--- src/rtl/adda_sample_pipe_if.sv ---
// Sample-path bus between the converter-facing top level and adda_sample_pipe.
// The slave side is the pipeline; the master side drives ADC data and controls.
interface adda_sample_pipe_if #(
    parameter int DATA_W    = 8,
    parameter int MAX_DELAY = 16
);
    localparam int DELAY_W = $clog2(MAX_DELAY);

    logic [DATA_W-1:0]  i_ad_data;
    logic [1:0]         i_mode;
    logic [DELAY_W-1:0] i_delay;
    logic               i_hold;
    logic               i_clip_clr;
    logic [DATA_W-1:0]  o_da_data;
    logic [DATA_W-1:0]  o_peak;
    logic               o_clip;

    modport master (
        output i_ad_data, i_mode, i_delay, i_hold, i_clip_clr,
        input  o_da_data, o_peak, o_clip
    );

    modport slave (
        input  i_ad_data, i_mode, i_delay, i_hold, i_clip_clr,
        output o_da_data, o_peak, o_clip
    );
endinterface

--- src/rtl/adda_sample_pipe.sv ---
// ADC-to-DAC sample pipeline: input register, programmable delay line,
// output mode selector, windowed peak meter and sticky clip flag.
// Samples are offset-binary; midscale is the 0 V code.
module adda_sample_pipe #(
    parameter int DATA_W    = 8,
    parameter int MAX_DELAY = 16,
    parameter int PEAK_LOG2 = 20
) (
    input  logic              i_clk,
    input  logic              i_reset,
    adda_sample_pipe_if.slave bus
);
    localparam int DELAY_W = $clog2(MAX_DELAY);
    localparam logic [DATA_W-1:0]  MID      = {1'b1, {(DATA_W-1){1'b0}}};
    localparam logic [DATA_W-1:0]  FULL     = {DATA_W{1'b1}};
    localparam logic [DELAY_W-1:0] FILL_MAX = DELAY_W'(MAX_DELAY - 1);

    // s1_vld stays low for the first edge after reset, while s1 still holds
    // its midscale reset value, so that value cannot count as a captured
    // sample for the peak meter or the clip flag.
    logic [DATA_W-1:0]    s1;
    logic                 s1_vld;
    logic [DATA_W-1:0]    dly_mem [MAX_DELAY];
    logic [DELAY_W-1:0]   wptr;
    logic [DELAY_W-1:0]   fill;
    logic [DELAY_W-1:0]   rptr;
    logic [DATA_W-1:0]    tap;
    logic [DATA_W-1:0]    sel;
    logic [DATA_W-1:0]    ramp;
    logic [DATA_W-1:0]    trk;
    logic [DATA_W-1:0]    peak_in;
    logic [DATA_W-1:0]    peak_max;
    logic [PEAK_LOG2-1:0] wcnt;
    logic [DATA_W-1:0]    da_q;
    logic [DATA_W-1:0]    peak_q;
    logic                 clip_q;

    assign rptr = wptr - bus.i_delay;

    // Input register, write pointer and fill count for the delay line.
    always_ff @(posedge i_clk) begin
        if (i_reset) begin
            s1     <= MID;
            s1_vld <= 1'b0;
            wptr   <= '0;
            fill   <= '0;
        end else begin
            s1     <= bus.i_ad_data;
            s1_vld <= 1'b1;
            wptr   <= wptr + 1'b1;
            if (fill != FILL_MAX) begin
                fill <= fill + 1'b1;
            end
        end
    end

    // Delay-line storage; unwritten entries are masked by the fill count,
    // so the array needs no reset.
    always_ff @(posedge i_clk) begin
        dly_mem[wptr] <= s1;
    end

    // Read tap: bypass for zero delay, midscale until enough history exists.
    always_comb begin
        tap = MID;
        if (bus.i_delay == '0) begin
            tap = s1;
        end else if (fill >= bus.i_delay) begin
            tap = dly_mem[rptr];
        end
    end

    // Output mode selector feeding the DAC register.
    always_comb begin
        sel = MID;
        case (bus.i_mode)
            2'd0:    sel = tap;
            2'd1:    sel = FULL - tap;
            2'd2:    sel = ramp;
            default: sel = MID;
        endcase
    end

    // DAC output register with hold, plus the free-running test ramp.
    always_ff @(posedge i_clk) begin
        if (i_reset) begin
            da_q <= MID;
            ramp <= '0;
        end else begin
            ramp <= ramp + 1'b1;
            if (!bus.i_hold) begin
                da_q <= sel;
            end
        end
    end

    assign peak_in  = s1_vld ? s1 : '0;
    assign peak_max = (peak_in > trk) ? peak_in : trk;

    // Peak meter: track the running maximum and publish it when the
    // window counter wraps.
    always_ff @(posedge i_clk) begin
        if (i_reset) begin
            wcnt   <= '0;
            trk    <= '0;
            peak_q <= '0;
        end else begin
            wcnt <= wcnt + 1'b1;
            if (&wcnt) begin
                peak_q <= peak_max;
                trk    <= '0;
            end else begin
                trk <= peak_max;
            end
        end
    end

    // Sticky clip flag; a rail sample beats a simultaneous clear.
    always_ff @(posedge i_clk) begin
        if (i_reset) begin
            clip_q <= 1'b0;
        end else if (s1_vld && (s1 == '0 || s1 == FULL)) begin
            clip_q <= 1'b1;
        end else if (bus.i_clip_clr) begin
            clip_q <= 1'b0;
        end
    end

    assign bus.o_da_data = da_q;
    assign bus.o_peak    = peak_q;
    assign bus.o_clip    = clip_q;
endmodule

--- src/flat_wrapper.sv ---
// flat-port wrapper written by rule: the top's interface ports become plain ports
module adda_sample_pipe_flat 
#(
    parameter int DATA_W    = 8,
    parameter int MAX_DELAY = 16,
    parameter int PEAK_LOG2 = 20
)
  (i_clk, i_reset, bus_i_ad_data, bus_i_mode, bus_i_delay, bus_i_hold, bus_i_clip_clr, bus_o_da_data, bus_o_peak, bus_o_clip);
  adda_sample_pipe_if #(.DATA_W(DATA_W), .MAX_DELAY(MAX_DELAY)) bus_i ();
  input  logic i_clk;
  input  logic i_reset;
  input wire logic [$bits(bus_i.i_ad_data)-1:0] bus_i_ad_data;
  input wire logic [$bits(bus_i.i_mode)-1:0] bus_i_mode;
  input wire logic [$bits(bus_i.i_delay)-1:0] bus_i_delay;
  input wire logic [$bits(bus_i.i_hold)-1:0] bus_i_hold;
  input wire logic [$bits(bus_i.i_clip_clr)-1:0] bus_i_clip_clr;
  output wire logic [$bits(bus_i.o_da_data)-1:0] bus_o_da_data;
  output wire logic [$bits(bus_i.o_peak)-1:0] bus_o_peak;
  output wire logic [$bits(bus_i.o_clip)-1:0] bus_o_clip;
  assign bus_i.i_ad_data = bus_i_ad_data;
  assign bus_i.i_mode = bus_i_mode;
  assign bus_i.i_delay = bus_i_delay;
  assign bus_i.i_hold = bus_i_hold;
  assign bus_i.i_clip_clr = bus_i_clip_clr;
  assign bus_o_da_data = bus_i.o_da_data;
  assign bus_o_peak = bus_i.o_peak;
  assign bus_o_clip = bus_i.o_clip;
  adda_sample_pipe #(.DATA_W(DATA_W), .MAX_DELAY(MAX_DELAY), .PEAK_LOG2(PEAK_LOG2)) u_core (.i_clk(i_clk), .i_reset(i_reset), .bus(bus_i));
endmodule
--- config.mk ---
export PLATFORM = sky130hd
export DESIGN_NAME = adda_sample_pipe_flat
export DESIGN_NICKNAME = d
export VERILOG_FILES = /design/src/rtl/adda_sample_pipe_if.sv /design/src/rtl/adda_sample_pipe.sv /design/src/flat_wrapper.sv
export SDC_FILE = /design/constraint.sdc
export NUM_CORES = 1
export LEC_CHECK = 0
export ABC_AREA = 0
export CORE_MARGIN = 5
export CORE_UTILIZATION = 40
export DETAILED_ROUTE_END_ITERATION = 8
export MAX_ROUTING_LAYER = met4
export SYNTH_ARGS = -nofsm -noshare
export SYNTH_HDL_FRONTEND = slang
export SYNTH_SLANG_ARGS = --single-unit
--- constraint.sdc ---
create_clock -name i_clk -period 5.56 [get_ports i_clk]
set_input_delay 1.112 -clock i_clk [delete_from_list [all_inputs] [get_ports i_clk]]
set_output_delay 1.112 -clock i_clk [all_outputs]
set_load 0.01 [all_outputs]
==> flow_metrics.env <==
export IMPL_grt_pass1_wl_um=26900
export IMPL_seq_area_frac_synth=0.627
export IMPL_gp_congestion=0.824
export IMPL_relSlewSlack=0.241
export IMPL_clkLatencyLatePin_ns=0.42
export IMPL_crit_slowest_cell="fa_1"
export IMPL_die_area_um2=23900
export IMPL_crit_type="input port to flip-flop"
export IMPL_reg2reg_slack_ns=2.32
export IMPL_post_drt_via_cell_ratio=5.29
export IMPL_cp_slowest_stage_delay_ns=0.78
export IMPL_gr_total_overflow=0
export IMPL_io_buffers=34
export IMPL_netlist_top_cells_count="edfxtp_1, dfxtp_1, nor2_1, nand3_1, mux4_2"
export IMPL_synthXorXnorAreaFrac=0.0390
export IMPL_final_layout_size_suffix_gt1_frac=0.128
export IMPL_postCtsSetupBuffers=0
export IMPL_clock_skew_ns=0.00775
export IMPL_r2r_end="u_core.bus.o_peak[2]"
export IMPL_gr_usage_all_layers=0.151
export IMPL_synth_edf_count=128
export IMPL_max_clock_freq_mhz=252
export IMPL_ys_warn_count=0
export IMPL_p_leak_nw=3.29
export IMPL_path_cells="clkdlybuf4s50_1, ha_2, inv_1, fa_1, buf_12, mux4_2, mux2i_1, a311oi_1, a221o_1, a221o_1"
export IMPL_wl_per_cell_um=18.8
export IMPL_hp_class="flip-flop to flip-flop"
export IMPL_row_count=53
export IMPL_required_ns=5.87
export IMPL_peakVddDrop_mv=0.203
export IMPL_post_dp_hpwl_um=11500
export IMPL_clockBufferDepth=2
export IMPL_die_w_um=155
export IMPL_synth_nets=625
export IMPL_drcViolationCount=0
export IMPL_vias=4814
export IMPL_synth_largest_area_cell="edfxtp_1"
export IMPL_synth_top_family_by_area="multiplexers"
export IMPL_htree_levels=4
export IMPL_cts_buffers=17
export IMPL_finalSetupViolCount=0
export IMPL_clk_pin_slew_worst_paths_ns=0.07
export IMPL_grt_pass1_vias=4828
export IMPL_setup_tns_ns=0
export IMPL_io_pins=35
export IMPL_hp_start="u_core.wcnt[0]"
export IMPL_final_nets=663
export IMPL_p_per_area_nw_per_um2=333
export IMPL_nFillCells=1836
export IMPL_synth_top_area_share=0.459
export IMPL_crit_end="u_core.bus.o_da_data[7]"
export IMPL_synth_compound_area_frac=0.0601
export IMPL_worstReg2RegStart="u_core.s1[5]"
export IMPL_yosysMostFrequentCell="edfxtp_1"
export IMPL_syn_area_per_cell_um2=14.3
export IMPL_cts_tree="built"
export IMPL_final_util=0.460
export IMPL_cp_end_kind="flip-flop"
export IMPL_firstDrtPassIters=5
export IMPL_cts_resized=0
export IMPL_muxShareOfSynthArea=0.109
export IMPL_core_um2=20800
export IMPL_critPathMostFrequentCell="a221o_1"
export IMPL_yosys_area_share_simple=0.108
export IMPL_cts_sinks=198
export IMPL_cp_start_kind="input port"
export IMPL_hold_violations=0
export IMPL_worst_pin_slew_ns=1.14
export IMPL_ys_async_sr_fraction=0
export IMPL_fp_dieH_um=155
export IMPL_antennaDiodeCount=0
export IMPL_cts_root_buf="clkbuf_16"
export IMPL_cts_hold_buf=0
export IMPL_crit_fanout=25
export IMPL_synth_seq_cells=198
export IMPL_drv_cap=0
export IMPL_routed_wl_um=17100
export IMPL_syn_area_um2=8370
export IMPL_outcome="finished clean"
export IMPL_slew_violations=0
export IMPL_ant_nets=0
export IMPL_synth_distinct_cells=49
export IMPL_hold_ws_ns=0.461
export IMPL_crit_arrival_ns=4.28
export IMPL_initialDrtViolationCount=317
export IMPL_grt_max_degree=52
export IMPL_synthFlopType="edfxtp_1"
export IMPL_period_share=0.715
export IMPL_start_util=0.402
export IMPL_r2r_cells=8
export IMPL_antenna_found_initial=0
export IMPL_rsz0062_at_grt="no"
export IMPL_syn2layout_area_growth_pct=14.4
export IMPL_synthCells=584
export IMPL_min_period_ns=3.97
export IMPL_synth_area_leaders="edfxtp_1, dfxtp_1, mux4_2"
export IMPL_yosys_area_share_adder=0.0353
export IMPL_crit_start="bus_i_delay[0]"
## where the power goes
| part | internal, W | switching (W) | total (W) |
|---|---|---|---|
| sequential | 0.00161 | 0.0000320 | 0.00164 |
| combinational | 0.000168 | 0.000200 | 0.000368 |
| clock | 0.000630 | 0.000555 | 0.00118 |
| total | 0.00240 | 0.000787 | 0.00319 |
## worst min path at each step
stage | depth (start not counted) | slack, ns | end
2_1_floorplan | 1 | 0.42 | u_core.wcnt[0]
3_3_place_gp | 1 | 0.43 | u_core.wcnt[0]
3_5_place_dp | 2 | 0.45 | u_core.bus.o_da_data[4]
4_1_cts | 2 | 0.47 | u_core.bus.o_da_data[4]
5_1_grt | 2 | 0.49 | u_core.bus.o_da_data[2]
6_report | 1 | 0.46 | u_core.wcnt[0]
## layout make-up
| type | instances | area (um^2) | share of cell area |
|---|---|---|---|
| multi-input cells | 347 | 2940 | 0.308 |
| well taps | 275 | 344 | 0.0360 |
| flip-flops and latches | 198 | 5250 | 0.548 |
| repair buffers | 42 | 408 | 0.0426 |
| clock inverters | 15 | 144 | 0.0150 |
| clock buffers | 17 | 425 | 0.0445 |
| inverters | 16 | 60.1 | 0.00628 |
## flip-flops by register name, summed over array words and instances, names as in the netlist
register,count
u_core.dly_mem,128
u_core.wcnt,20
u_core.bus.o_da_data,8
u_core.bus.o_peak,8
u_core.ramp,8
u_core.s1,8
u_core.trk,8
u_core.fill,4
u_core.wptr,4
u_core.bus.o_clip,1
u_core.s1_vld,1
## per-stage QoR
stage               total power (W)  setup WS [ns]  cells  cell area, um^2
CTS                         0.00322           1.61    910             9570
detailed placement          0.00204           1.17    878             9000
global route                0.00332           1.48    910             9570
finish                      0.00319           1.59    910             9570
floorplan                   0.00192           2.03    584             8370
global placement            0.00204           1.24    878             9000
## critical path, delay by kind of cell
family	cells	cell delay, ns
buffers and inverters	3	0.87
multiplexers	2	0.50
AO/OA/AOI/OAI	3	0.75
adder cells (fa/ha/maj)	2	1.03
## kinds of logic after synthesis
kind of cell	count (synthesis)
DFF	198
and+or+nand+nor	172
AOI/OAI and AO/OA	73
muxes	49
buffers and inverters	39
xor gates and xnor gates	30
adders and majority gates	23
## cells in the final DEF (no fill, tap or decap), drive strengths merged, types with 5 or more instances in the layout
master	Yosys	layout
nand4	7	7
inv	16	22
nor4	5	5
xnor2	8	8
a31oi	10	10
edfxtp	128	128
nand2	20	20
o221ai	7	7
nor2	38	38
o31ai	7	7
a21oi	19	19
clkdlybuf4s50	0	33
or3	9	9
nand3	30	30
o21ai	12	12
mux4	32	32
nor2b	18	18
and2	20	20
xor2	22	22
clkbuf	10	17
buf	13	9
a21bo	7	7
ha	22	22
dfxtp	70	70
mux2i	17	17
and3	7	7
clkinv	0	8
nor3	12	12
## per-layer routing
layer,track usage,up-vias,part of all wire
li1,-,2285,-
met1,0.193,2403,0.43
met2,0.247,111,0.51
met3,0.0316,15,0.046
met4,0.0383,0,0.0093
met5,-,-,0
Power figures use the tool's default switching activity.
